$ cat config.mk
export PLATFORM = sky130hd
export DESIGN_NAME = ika9958_vram_arb
export DESIGN_NICKNAME = d
export VERILOG_FILES = /design/src/rtl/ika9958_vram_arb_pkg.sv /design/src/rtl/ika9958_vram_arb_sel.sv /design/src/rtl/ika9958_vram_arb.sv
export SDC_FILE = /design/constraint.sdc
export NUM_CORES = 1
export LEC_CHECK = 0
export CAP_MARGIN = 0
export CORE_UTILIZATION = 45
export DETAILED_ROUTE_END_ITERATION = 10
export GPL_TIMING_DRIVEN = 0
export PLACE_DENSITY = 0.85
export SYNTH_ARGS = -nofsm -noshare
export SYNTH_HDL_FRONTEND = slang
export SYNTH_HIERARCHICAL = 1
export SYNTH_SLANG_ARGS = --single-unit
$ cat constraint.sdc
create_clock -name phiA -period 4.8 [get_ports phiA]
set_clock_uncertainty 0.1 [all_clocks]
set_input_delay 0.96 -clock phiA [delete_from_list [all_inputs] [get_ports phiA]]
set_output_delay 0.96 -clock phiA [all_outputs]
set_load 0.02 [all_outputs]
$ cat src/rtl/ika9958_vram_arb_pkg.sv
// ika9958_vram_arb_pkg.sv
// Shared mnemonics for the VRAM arbiter:
//   ArbState_t       - arbiter FSM states (IDLE, BUSY, DONE)
//   OWN_CPU/OWN_CMD  - encoding of mem_owner and of the round-robin priority bit
`timescale 1ns/1ps
package IKA9958_mnemonics;

    typedef enum logic [1:0] {
        IDLE = 2'd0,
        BUSY = 2'd1,
        DONE = 2'd2
    } ArbState_t;

    localparam logic OWN_CPU = 1'b0;
    localparam logic OWN_CMD = 1'b1;

endpackage

$ cat src/rtl/ika9958_vram_arb_sel.sv
// ika9958_vram_arb_sel.sv
// Combinational eligibility mask and winner select for the VRAM arbiter.
// Optional macro IKA9958_ARB_RR_EN: contention is resolved by i_prio
// (round robin); otherwise the CPU always wins a contended slot.
// Ports:
//   i_cpu_req/i_cmd_req    level requests
//   i_cpu_mask/i_cmd_mask  suppress a requester for this tick
//   i_prio                 (RR only) owner that wins the next contention
//   o_any                  at least one eligible request
//   o_contend              both requests eligible
//   o_owner                winning owner (OWN_CPU/OWN_CMD)
`timescale 1ns/1ps
module ika9958_vram_arb_sel
    import IKA9958_mnemonics::*;
(
    input  logic i_cpu_req,
    input  logic i_cmd_req,
    input  logic i_cpu_mask,
    input  logic i_cmd_mask,
`ifdef IKA9958_ARB_RR_EN
    input  logic i_prio,
`endif
    output logic o_any,
    output logic o_contend,
    output logic o_owner
);

    logic w_cpu_el;
    logic w_cmd_el;

    assign w_cpu_el  = i_cpu_req & ~i_cpu_mask;
    assign w_cmd_el  = i_cmd_req & ~i_cmd_mask;
    assign o_any     = w_cpu_el | w_cmd_el;
    assign o_contend = w_cpu_el & w_cmd_el;

`ifdef IKA9958_ARB_RR_EN
    assign o_owner = o_contend ? i_prio : (w_cmd_el ? OWN_CMD : OWN_CPU);
`else
    assign o_owner = (w_cmd_el && !w_cpu_el) ? OWN_CMD : OWN_CPU;
`endif

endmodule

$ cat src/rtl/ika9958_vram_arb.sv
// ika9958_vram_arb.sv
// VRAM arbiter between the CPU port and the command engine. A request is
// granted only in a free (non-refresh) bpc slot; the winner's access is
// latched onto mem_*, started with a one-tick mem_start, and completed with a
// one-tick ack plus read data. A BUSY watchdog forces completion after TMO
// ticks with 8'hFF read data and a sticky tmo_flag.
// Optional macro IKA9958_ARB_RR_EN: round-robin arbitration on contention.
// Ports:
//   phiA, RST_async_n, phiL_NCEN   clock, async active-low reset, tick enable
//   slot_free, slot_refresh        slot schedule from the memory PLA
//   cpu_*/cmd_*                    requester ports (req/we/addr/wdata in,
//                                  ack/rdata out)
//   mem_*                          DRAM sequencer side (start/we/addr/wdata/
//                                  owner out, done/rdata in)
//   tmo_flag                       sticky watchdog error
`timescale 1ns/1ps
module ika9958_vram_arb
    import IKA9958_mnemonics::*;
#(
    parameter int AW  = 17,
    parameter int TMO = 15
) (
    input  logic          phiA,
    input  logic          RST_async_n,
    input  logic          phiL_NCEN,
    input  logic          slot_free,
    input  logic          slot_refresh,
    input  logic          cpu_req,
    input  logic          cpu_we,
    input  logic [AW-1:0] cpu_addr,
    input  logic [7:0]    cpu_wdata,
    output logic          cpu_ack,
    output logic [7:0]    cpu_rdata,
    input  logic          cmd_req,
    input  logic          cmd_we,
    input  logic [AW-1:0] cmd_addr,
    input  logic [7:0]    cmd_wdata,
    output logic          cmd_ack,
    output logic [7:0]    cmd_rdata,
    output logic          mem_start,
    output logic          mem_we,
    output logic [AW-1:0] mem_addr,
    output logic [7:0]    mem_wdata,
    input  logic          mem_done,
    input  logic [7:0]    mem_rdata,
    output logic          mem_owner,
    output logic          tmo_flag
);

    // r_cnt holds the BUSY ticks already spent, so the current BUSY tick is
    // the TMO-th one when r_cnt equals TMO-1.
    localparam logic [3:0] TMO_LAST = 4'(TMO - 1);

    ArbState_t     r_state;
    ArbState_t     w_state_nxt;
    logic          r_start;
    logic          r_we;
    logic [AW-1:0] r_addr;
    logic [7:0]    r_wdata;
    logic          r_owner;
    logic          r_cpu_ack;
    logic          r_cmd_ack;
    logic [7:0]    r_cpu_rd;
    logic [7:0]    r_cmd_rd;
    logic          r_tmo;
    logic [3:0]    r_cnt;

    logic          w_any;
    logic          w_contend;
    logic          w_owner;
    logic          w_grant;
    logic          w_fin;
    logic          w_tmo_hit;
    logic [7:0]    w_rd_val;

`ifdef IKA9958_ARB_RR_EN
    logic          r_prio;
`endif

    // A requester whose ack is showing this tick may not have dropped req
    // yet; keep it out of the race so it cannot be granted twice.
    ika9958_vram_arb_sel u_sel (
        .i_cpu_req  (cpu_req),
        .i_cmd_req  (cmd_req),
        .i_cpu_mask (r_cpu_ack),
        .i_cmd_mask (r_cmd_ack),
`ifdef IKA9958_ARB_RR_EN
        .i_prio     (r_prio),
`endif
        .o_any      (w_any),
        .o_contend  (w_contend),
        .o_owner    (w_owner)
    );

    always_comb begin
        w_state_nxt = r_state;
        w_grant     = 1'b0;
        w_fin       = 1'b0;
        w_tmo_hit   = 1'b0;
        unique case (r_state)
            IDLE: begin
                if (slot_free && !slot_refresh && w_any) begin
                    w_grant     = 1'b1;
                    w_state_nxt = BUSY;
                end
            end
            BUSY: begin
                // mem_done wins a tie with the watchdog
                if (mem_done) begin
                    w_fin       = 1'b1;
                    w_state_nxt = DONE;
                end else if (r_cnt == TMO_LAST) begin
                    w_fin       = 1'b1;
                    w_tmo_hit   = 1'b1;
                    w_state_nxt = DONE;
                end
            end
            DONE:    w_state_nxt = IDLE;
            default: w_state_nxt = IDLE;
        endcase
    end

    assign w_rd_val = w_tmo_hit ? 8'hFF : mem_rdata;

    always_ff @(posedge phiA or negedge RST_async_n) begin
        if (!RST_async_n) begin
            r_state <= IDLE;
        end else if (phiL_NCEN) begin
            r_state <= w_state_nxt;
        end
    end

    always_ff @(posedge phiA or negedge RST_async_n) begin
        if (!RST_async_n) begin
            r_start   <= 1'b0;
            r_we      <= 1'b0;
            r_addr    <= '0;
            r_wdata   <= 8'h00;
            r_owner   <= OWN_CPU;
            r_cpu_ack <= 1'b0;
            r_cmd_ack <= 1'b0;
            r_cpu_rd  <= 8'h00;
            r_cmd_rd  <= 8'h00;
            r_tmo     <= 1'b0;
            r_cnt     <= 4'd0;
`ifdef IKA9958_ARB_RR_EN
            r_prio    <= OWN_CPU;
`endif
        end else if (phiL_NCEN) begin
            r_start   <= w_grant;
            r_cpu_ack <= w_fin && (r_owner == OWN_CPU);
            r_cmd_ack <= w_fin && (r_owner == OWN_CMD);

            if (w_grant) begin
                r_owner <= w_owner;
                r_we    <= (w_owner == OWN_CMD) ? cmd_we    : cpu_we;
                r_addr  <= (w_owner == OWN_CMD) ? cmd_addr  : cpu_addr;
                r_wdata <= (w_owner == OWN_CMD) ? cmd_wdata : cpu_wdata;
                r_cnt   <= 4'd0;
            end else if (r_state == BUSY && !w_fin) begin
                r_cnt   <= r_cnt + 4'd1;
            end

            if (w_fin && !r_we) begin
                if (r_owner == OWN_CMD) r_cmd_rd <= w_rd_val;
                else                    r_cpu_rd <= w_rd_val;
            end

            if (w_tmo_hit) r_tmo <= 1'b1;

`ifdef IKA9958_ARB_RR_EN
            // hand the next contention to the requester that just lost
            if (w_grant && w_contend) r_prio <= ~w_owner;
`endif
        end
    end

    assign mem_start = r_start;
    assign mem_we    = r_we;
    assign mem_addr  = r_addr;
    assign mem_wdata = r_wdata;
    assign mem_owner = r_owner;
    assign cpu_ack   = r_cpu_ack;
    assign cmd_ack   = r_cmd_ack;
    assign cpu_rdata = r_cpu_rd;
    assign cmd_rdata = r_cmd_rd;
    assign tmo_flag  = r_tmo;

endmodule

* Yosys cells after proc, flatten, opt, wreduce, memory -nomap -nowiden *
Index checks and enable logic that the tools add are counted.

word-level totals
  bits in registers = 53
  input port bits = 68

cells by class
  muxes and demuxes = 18
  equal/unequal tests = 4
  reduce and logical (&&, ||, !) cells = 19
  add/sub/neg operators = 1
  bitwise logic cells = 6

operator list
  kind                 count
  $mux 17              1
  $mux 8               2
  $mux 1               9
  $reduce_and 3->1     3
  $mux 4               2
  $logic_and 1x1->1    7
  $mux 2               3
  $reduce_and 2->1     3
  $add 4x1->4 const B  1
  $eq 4x4->1 const B   1
  $logic_not 1->1      4
  $pmux 2 s2           1
  $ne 3x3->1 const B   1
  $not 1->1            3
  $and 1x1->1          2
  $eq 2x1->1 const B   1
  $logic_not 2->1      1
  $ne 2x2->1 const B   1
  $reduce_bool 2->1    1
  $or 1x1->1           1

* Depth between registers and ports, before layout *
Gate-level depths: netlist of the first run.

  word-level depth = 8
  mapped depth = 7
  depth with buffers taken out = 5

* Cells and area by module *
The synthesis of the first run kept the hierarchy.

by module, submodules not included
  module                times used  area an instance (µm²)  cells an instance
  ika9958_vram_arb      1           2595.0                  184
  ika9958_vram_arb_sel  1           51.3                    5

* Worst setup path after synthesis of the first run *
No wires, ideal clock.

  path kind = input-to-reg
  from = in cpu_req
  to = reg r_addr[0], in the netlist mem_addr[0]
  data required time = 4.575 ns
  slack = 2.297 ns
  cell stages on the path = 6
  setup time = 0.125 ns
  arrival time = 2.278 ns
  path through = nand2b_4 > nor2b_4 > buf_2 > clkbuf_1 > mux2_2 > mux2_2

on the way
  elaborated cells between the ends (all ways) = 10
  those cells by class = mux: 4; bitwise: 2; reduce/logical: 4

RTL lines
  item                  line                        source
  from (decl)           ika9958_vram_arb.sv:28      input logic cpu_req,
  $and 1x1->1           ika9958_vram_arb_sel.sv:31  assign w_cpu_el = i_cpu_req & ~i_cpu_mask;
  $logic_not 1->1       ika9958_vram_arb_sel.sv:39  assign o_owner = (w_cmd_el && !w_cpu_el) ? OWN_CMD : OWN_CPU;
  $logic_and 1x1->1     ika9958_vram_arb_sel.sv:39
  $mux 1                ika9958_vram_arb_sel.sv:39
  net w_owner           ika9958_vram_arb.sv:70      logic w_owner;
  $mux 17               ika9958_vram_arb.sv:157     r_addr <= (w_owner == OWN_CMD) ? cmd_addr : cpu_addr;
  to (signal assigned)  ika9958_vram_arb.sv:157
  to (decl)             ika9958_vram_arb.sv:58      logic [AW-1:0] r_addr;

The timed path passes the listed nets, and every way through them passes these cells.
A chain may end at the register's enable or synchronous reset.

* Worst setup path in the final report of the first run *
  from = in cmd_req
  to = reg r_addr[14], in the netlist mem_addr[14]

on the way
  elaborated cells between the ends (all ways) = 9
  those cells by class = mux: 4; bitwise: 2; reduce/logical: 3

RTL lines
  item               line                        source
  from (decl)        ika9958_vram_arb.sv:34      input logic cmd_req,
  $and 1x1->1        ika9958_vram_arb_sel.sv:32  assign w_cmd_el = i_cmd_req & ~i_cmd_mask;
  $logic_and 1x1->1  ika9958_vram_arb_sel.sv:39
  $mux 1             ika9958_vram_arb_sel.sv:39
  net w_owner        ika9958_vram_arb.sv:70
  $mux 17            ika9958_vram_arb.sv:157

The timed path passes the listed nets, and every way through them passes these cells.

==> flow_summary.yaml, run 1 <==
status:
  status: "completed"
sta:
  worst_pin_slew_ps: 614
  rsz0062_at_grt: "false"
  min_period_ps: 2900
  finalHoldViolations: 0
  tns_ps: 0
  setup_viol: 0
  finalCritPeriodShare_pct: 60.4
  fin_ws_ps: 1900
  max_freq_mhz: 345
  slew_headroom_pct: 58.7
  drv_slew: 0
synth:
  synth_nets: 258
  yosys_warnings: 6
  netlist_area_um2: 2640
  syn_inst: 188
  synth_area_per_cell_um2: 14.0
clock_network:
  cts_made_buffers: 5
  tritoncts: "done"
  cts_num_sinks: 53
  htreeDepth: 2
  clock_path_buffers: 2
  postCtsResizedCells: 0
  clk_pin_slew_ps: 90
  cts-root-buf: "clkbuf_8"
  cts_hold_buf: 0
  post-cts-setup-buffers: 0
  clk_latency_ps: 300
setup_path:
  crit_type: "input port to register"
  cpPeakStageDelay_ps: 500
  critPathRequiredTime_ps: 4890
  startpoint_type: "input port"
  critical_path_arrival_ps: 2990
  cp_max_fo: 10
  end_kind: "register"
  path_cells: "clkdlybuf4s50_1 -> nand2b_4 -> nor2b_4 -> buf_2 -> clkbuf_1 -> mux2_2 -> mux2_4"
  slowest_stage: "clkdlybuf4s50_1"
layout:
  nets: 380
  diodes: 0
  multi_input_area_um2: 1220
  final.fill_count: 440
  drive_above_1_share_pct: 30.2
  final_util_pct: 71.5
  area_growth_pct: 51.0
  seq_area_um2: 1330
global_route:
  grt_pass1_vias: 2085
  grt_usage_pct: 21.1
  antenna_found_initial: 0
  grt_pass1_wl_um: 10100
  grt-ovfl-total: 0
  grt_max_degree: 42
power:
  p_per_area_nw_per_um2: 543
  ir_worst_vdd_v: 0.000317
  power.total_uw: 2160
  p_leak_uw: 0.00165
placement:
  routabilityCongestion: 0.833
  port_buffers: 114
  post-dp-hpwl_um: 4720
  dpl_worst_slack_ps: 1570
flow_run:
  max_cap_viol_count: 0
detailed_routing:
  dr.pass1.iters: 4
  vias_per_cell: 5.14
  dr_total_vias: 1968
  wl_um: 6050
  drt_iter0_drc: 93
  postRouteAntennaNets: 0
  drc: 0
  routedWlPerCell_um: 15.8
floorplan:
  ios: 115
  die_y_um: 78.6
  coreArea_um2: 5570
  die_w_um: 78.6
  num_rows: 27
  fp.dieArea_um2: 6180
  initial_core_util_pct: 47.4
min_path:
  hold_path.class: "register to register"
[path summary, 6_finish.rpt]
path	start	endpoint	slack [ps]	depth (start not counted)
max	cmd_req	mem_addr[14]$_DFFE_PN0P_	1900	7
min	tmo_flag$_DFFE_PN0P_	tmo_flag$_DFFE_PN0P_	370	2
max reg2reg	cpu_ack$_DFFE_PN0P_	mem_addr[14]$_DFFE_PN0P_	2580	6
min reg2reg	tmo_flag$_DFFE_PN0P_	tmo_flag$_DFFE_PN0P_	370	2
max in group asynchronous	RST_async_n	cmd_rdata[5]$_DFFE_PN0P_	3650	2
min in group asynchronous	RST_async_n	mem_wdata[4]$_DFFE_PN0P_	440	1
[registers in the layout (all words and copies together) (netlist names)]
name	count
mem_start	1
cpu_ack	1
mem_wdata	8
cmd_rdata	8
r_state	2
mem_addr	17
mem_owner	1
cmd_ack	1
tmo_flag	1
cpu_rdata	8
mem_we	1
r_cnt	4
[area by class of cell]
class,instances,area share [%]
Multi-Input combinational cell,118,30.6
Timing Repair Buffer,115,29.0
Buffer,9,1.60
Clock inverter,1,0.126
Clock buffer,7,2.42
Sequential cell,53,33.3
Inverter,8,0.753
Tap cell,72,2.26
[metrics by stage]
step,area (µm²),std cells,hold slack (ps)
after CTS,3990,383,374
final,3990,383,374
after detailed placement,3890,375,354
after floorplan,2640,188,398
after global routing,3990,383,408
after global placement,3870,374,351
[routing by layer]
layer  part of all wire (%)  track usage (%)  vias to the layer above
met5                      0                0                        -
met4                    2.3             8.52                        0
met3                    5.0             3.49                       10
met2                     53             37.0                       64
met1                     40             25.7                      960
li1                       -                -                      934
[layout by cell type, fill, tap and decap left out, types with 2 or more instances in the layout]
master / count
clkdlybuf4s50_1: 113
mux2_2: 61
dfrtp_1: 53
inv_1: 8
mux2_4: 8
o21bai_1: 8
clkbuf_8: 7
clkbuf_1: 4
nand2_1: 4
nand3_1: 4
buf_2: 3
nor2b_1: 2
a31oi_1: 2
buf_12: 2
o21ai_0: 2
nor4_4: 2
o211ai_1: 2
o221ai_1: 2
ha_1: 2
nand2b_4: 2
[report_power, final]
group	internal, µW	leakage [µW]	switching [µW]
registers	649	0.000652	134
clock network	131	0.0000542	139
logic	611	0.000948	499
total	1390	0.00165	773
[critical path, delay by kind of cell]
family / cells / cell delay [ps]
buffers and inverters: 3 / 1200
muxes: 2 / 650
and+or+nand+nor: 2 / 160
Power figures use the tool's default switching activity.
==> inputs of run 2 (changes only) <==
--- a/config.mk
+++ b/config.mk
@@ -6,10 +6,10 @@
 export NUM_CORES = 1
 export LEC_CHECK = 0
 export CAP_MARGIN = 0
-export CORE_UTILIZATION = 45
+export CORE_UTILIZATION = 38
 export DETAILED_ROUTE_END_ITERATION = 10
 export GPL_TIMING_DRIVEN = 0
-export PLACE_DENSITY = 0.85
+export PLACE_DENSITY = 0.76
 export SYNTH_ARGS = -nofsm -noshare
 export SYNTH_HDL_FRONTEND = slang
 export SYNTH_HIERARCHICAL = 1
==> constraint.sdc (replaced) <==
create_clock -name phiA -period 2.4 [get_ports phiA]
set_clock_uncertainty 0.1 [all_clocks]
set_input_delay 0.48 -clock phiA [delete_from_list [all_inputs] [get_ports phiA]]
set_output_delay 0.48 -clock phiA [all_outputs]
set_load 0.02 [all_outputs]
==> flow_summary.yaml, run 2 (synthesis gave the netlist of run 1 again) <==
power:
  ir_worst_vdd_v: 0.000486
  power.switching_uw: 1560
  power.total_uw: 4400
  p_clk_share_pct: 13.9
  seqPwrFrac_pct: 35.5
  intPower_uw: 2840
  p_per_area_nw_per_um2: 1090
  swShare_pct: 35.5
  p_leak_uw: 0.00167
  p_comb_share_pct: 50.7
setup_path:
  cp_max_fo: 10
  critPathLaunch: "phiL_NCEN"
  critPathRequiredTime_ps: 2500
  crit_type: "input port to register"
  end_kind: "register"
  startpoint_type: "input port"
  r2r-start: "r_cnt[0]$_DFFE_PN0P_"
  critical_path_arrival_ps: 2380
clock_network:
  clock_path_buffers: 2
  clk_pin_slew_ps: 100
  htreeDepth: 2
  cts_made_buffers: 5
  clk_latency_ps: 300
  cts-root-buf: "clkbuf_8"
  cts_num_sinks: 53
  tritoncts: "done"
global_route:
  gr-usage-met3_pct: 5.84
  grt_usage_pct: 17.3
  grt-ovfl-total: 0
  grt_max_degree: 39
  grt_pass1_vias: 2123
  gr-max-usage-layer: "met2"
  grtUsageMet1_pct: 20.1
  grt_pass1_wl_um: 9950
  use_met2_pct: 30.2
  antenna_found_initial: 0
placement:
  post-dp-hpwl_um: 4720
  routabilityCongestion: 0.774
  placed_cell_area_um2: 3900
  port_buffers: 114
  place_inst: 383
floorplan:
  fp.dieArea_um2: 7280
  die_y_um: 85.4
  initial_core_util_pct: 39.1
  die_w_um: 85.4
  num_rows: 30
  coreArea_um2: 6760
  ios: 115
layout:
  drive_above_1_share_pct: 30.8
  layout_commonest_cell: "clkdlybuf4s50_1"
  largest_reg_flops: 17
  layout_common_cells: "clkdlybuf4s50_1, mux2_2, dfrtp_1"
  stdcell_area_um2: 4020
  area_growth_pct: 52.4
  diodes: 0
  instances_no_fill: 392
  nets: 381
status:
  status: "completed"
sta:
  holdWs_ps: 383
  finalCritPeriodShare_pct: 95.0
  rsz0062_at_grt: "false"
  min_period_ps: 2280
  slew_headroom_pct: 55.7
  max_freq_mhz: 439
  drv_slew: 0
  setup_viol: 0
  finalHoldViolations: 0
  worst_pin_slew_ps: 659
detailed_routing:
  postRouteAntennaNets: 0
  drc: 0
  dr_total_vias: 1995
  routedWlPerCell_um: 15.6
  drt_iter0_drc: 31
  vias_per_cell: 5.09
  wl_um: 6100
  dr.pass1.iters: 4
min_path:
  hold_path.class: "register to register"
  min_from: "tmo_flag$_DFFE_PN0P_"
flow_run:
  max_cap_viol_count: 0
[run 2: changes by cell type in the layout (fill, tap and decap cells not counted)]
cell	delta
clkbuf_1	-2
clkbuf_2	+2
clkbuf_8	-2
bufinv_16	+1
clkinv_2	-1
clkinv_4	+1
clkinvlp_4	+1
dlygate4sd3_1	+1
[run 2: layout make-up]
type / count / area (µm²)
timing repair buffer: 116 / 1170
buffer: 9 / 66.3
inverter: 8 / 30.0
sequential: 53 / 1330
tap: 80 / 100
clock inverter: 3 / 46.3
fill: 547 / 2730
multi-input combinational: 118 / 1220
clock buffer: 5 / 68.8
[run 2: worst paths after layout]
check	cells past startpoint	slack, ps	end
min reg2reg	2	380	tmo_flag$_DFFE_PN0P_
max	5	120	cmd_rdata[6]$_DFFE_PN0P_
max reg2reg	5	180	cpu_rdata[2]$_DFFE_PN0P_
max in group asynchronous	3	1160	mem_wdata[3]$_DFFE_PN0P_
min	2	380	tmo_flag$_DFFE_PN0P_
min in group asynchronous	2	520	cmd_ack$_DFFE_PN0P_
[run 2: power by group through the flow]
stage                     Clock (µW)  Sequential (µW)  Combinational, µW
after floorplan                    0             2000                757
after global placement             0             1560               2210
after detailed placement           0             1590               2250
after CTS                        629             1570               2260
after global routing             664             1630               2370
final                            610             1560               2230
[run 2: metal layers]
metal  share of wire, %  up-vias
met5                  0        -
li1                   -      934
met3                7.7        9
met2                 51       78
met4                1.7        0
met1                 40      974
[run 2: repair_timing]
action,CTS,global route
setup endpoints to repair,19,0
setup buffers,0,0
gates resized for setup,2,0
hold buffers,1,0
endpoints found under the hold margin,15,0
[run 2: stage by stage]
step           setup WS [ps]  util (%)  TNS, ps
6_report                 121      59.6        0
4_1_cts                  120      59.6        0
5_1_grt                 50.0      59.6        0
3_3_place_gp            -899      57.4   -56440
2_1_floorplan            304         -        0
3_5_place_dp            -421      57.7    -9110
[run 2: critical path, cell delays in order]
cell and delay (ps):
clkdlybuf4s50_1 510, clkbuf_1 320, nand2_1 170, nor4_4 490, mux2_2 400
==> inputs of run 3 (changes only) <==
--- a/config.mk
+++ b/config.mk
@@ -6,6 +6,7 @@
 export NUM_CORES = 1
 export LEC_CHECK = 0
 export CAP_MARGIN = 0
+export CORE_MARGIN = 3
 export CORE_UTILIZATION = 38
 export DETAILED_ROUTE_END_ITERATION = 10
 export GPL_TIMING_DRIVEN = 0
==> flow_summary.yaml, run 3 (synthesis gave the netlist of run 1 again) <==
status:
  status: "completed"
min_path:
  hold_path.class: "input port to asynchronous set/reset pin"
setup_path:
  startpoint_type: "input port"
  crit_type: "input port to register"
  slowest_stage: "clkdlybuf4s50_1"
  cp_max_fo: 10
  critical_path_arrival_ps: 2330
  path_buf_inv: 3
  cpPeakStageDelay_ps: 510
  path_cells: "clkdlybuf4s50_1 -> clkbuf_1 -> nand2_1 -> nor4_4 -> buf_12 -> mux2_2"
  critPathRequiredTime_ps: 2480
  critPathTopFamily: "buffers and inverters"
  end_kind: "register"
global_route:
  grt_max_degree: 36
  grt_pass1_vias: 1982
  gr-max-usage-layer: "met2"
  grt_pass1_wl_um: 9560
  use_met2_pct: 26.4
  grt_usage_pct: 15.7
  antenna_found_initial: 0
  grtUsageMet1_pct: 20.0
  grt-ovfl-total: 0
  gr-usage-met3_pct: 3.78
layout:
  layout_commonest_cell: "clkdlybuf4s50_1"
  largest_reg_flops: 17
  stdcell_area_um2: 4030
  diodes: 0
  seq_area_um2: 1330
  multi_input_area_um2: 1220
  layout_common_cells: "clkdlybuf4s50_1, mux2_2, dfrtp_1"
  final_util_pct: 61.7
  instances_no_fill: 389
  nets: 381
  drive_above_1_share_pct: 30.8
  final.fill_count: 538
  area_growth_pct: 52.7
detailed_routing:
  routedWlPerCell_um: 16.1
  postRouteAntennaNets: 0
  drt_iter0_drc: 32
  drc: 0
  dr.pass1.iters: 4
  vias_per_cell: 5.03
  dr_total_vias: 1957
  wl_um: 6270
sta:
  slew_headroom_pct: 58.8
  rsz0062_at_grt: "false"
  holdWs_ps: 7.97
  worst_pin_slew_ps: 613
  drv_slew: 0
  tns_ps: 0
  max_freq_mhz: 445
  finalHoldViolations: 0
  min_period_ps: 2250
  finalCritPeriodShare_pct: 93.7
  setup_viol: 0
floorplan:
  die_y_um: 89.4
  num_rows: 29
  die_w_um: 89.4
  initial_core_util_pct: 40.4
  ios: 115
  coreArea_um2: 6530
  fp.dieArea_um2: 7980
clock_network:
  clk_pin_slew_ps: 100
  cts-root-buf: "clkbuf_8"
  clk_latency_ps: 300
  cts_made_buffers: 5
  cts_hold_buf: 0
  htreeDepth: 2
  tritoncts: "done"
  clock_path_buffers: 2
  cts_num_sinks: 53
power:
  ir_worst_vdd_v: 0.000659
  p_leak_uw: 0.00167
  p_per_area_nw_per_um2: 1100
placement:
  placed_cell_area_um2: 3890
  port_buffers: 114
  routabilityCongestion: 0.851
  place_inst: 380
  post-dp-hpwl_um: 4830
flow_run:
  max_cap_viol_count: 0
==> run 3: cell types whose count changed in the layout (fill, tap and decap cells not counted), sizes merged <==
cell	previous run	this run
clkbuf	9	11
dlygate4sd3	1	0
clkinv	1	0
buf	7	8
clkinvlp	1	0
==> run 3: report_power, final <==
part | internal, µW | switching, µW
Clock | 340 | 277
Sequential | 1300 | 268
Combinational | 1230 | 1010
==> run 3: cell type report <==
class | instances | share of cell area [%]
Sequential cell | 53 | 32.9
Multi-Input combinational cell | 118 | 30.3
Timing Repair Buffer | 116 | 29.2
Tap cell | 77 | 2.39
Clock buffer | 7 | 2.14
Buffer | 9 | 1.64
Clock inverter | 1 | 0.745
Inverter | 8 | 0.745
==> run 3: timing repair <==
item	4_1_cts	5_1_grt
setup endpoints to repair	11	8
gates cloned	0	0
resized for setup	2	0
buffers inserted	0	1
pin swaps	0	1
==> run 3: worst paths after layout <==
path / slack [ps] / to / start / depth (start not counted)
setup / recovery: 150 / cmd_rdata[6]$_DFFE_PN0P_ / phiL_NCEN / 6
min in group phiA: 380 / mem_start$_DFFE_PN0P_ / mem_start$_DFFE_PN0P_ / 1
hold / removal: 8 / r_state[1]$_DFFE_PN0P_ / RST_async_n / 1
max in group asynchronous: 1650 / cmd_rdata[5]$_DFFE_PN0P_ / RST_async_n / 2
setup reg to reg: 230 / cpu_rdata[5]$_DFFE_PN0P_ / r_cnt[0]$_DFFE_PN0P_ / 5
hold reg to reg: 380 / mem_start$_DFFE_PN0P_ / mem_start$_DFFE_PN0P_ / 1
==> run 3: per-stage QoR <==
stage | worst slack (ps) | power (µW)
3_3_place_gp | -900 | 3780
2_1_floorplan | 304 | 2760
4_1_cts | 41.2 | 4470
3_5_place_dp | -425 | 3830
6_report | 151 | 4410
5_1_grt | 83.8 | 4690
==> run 3: layer usage <==
metal  share of wire (%)  routed length [µm]
met3                 6.6                 414
met1                  43                2700
met2                  49                3080
met4                 1.2                  77
met5                   0                   0
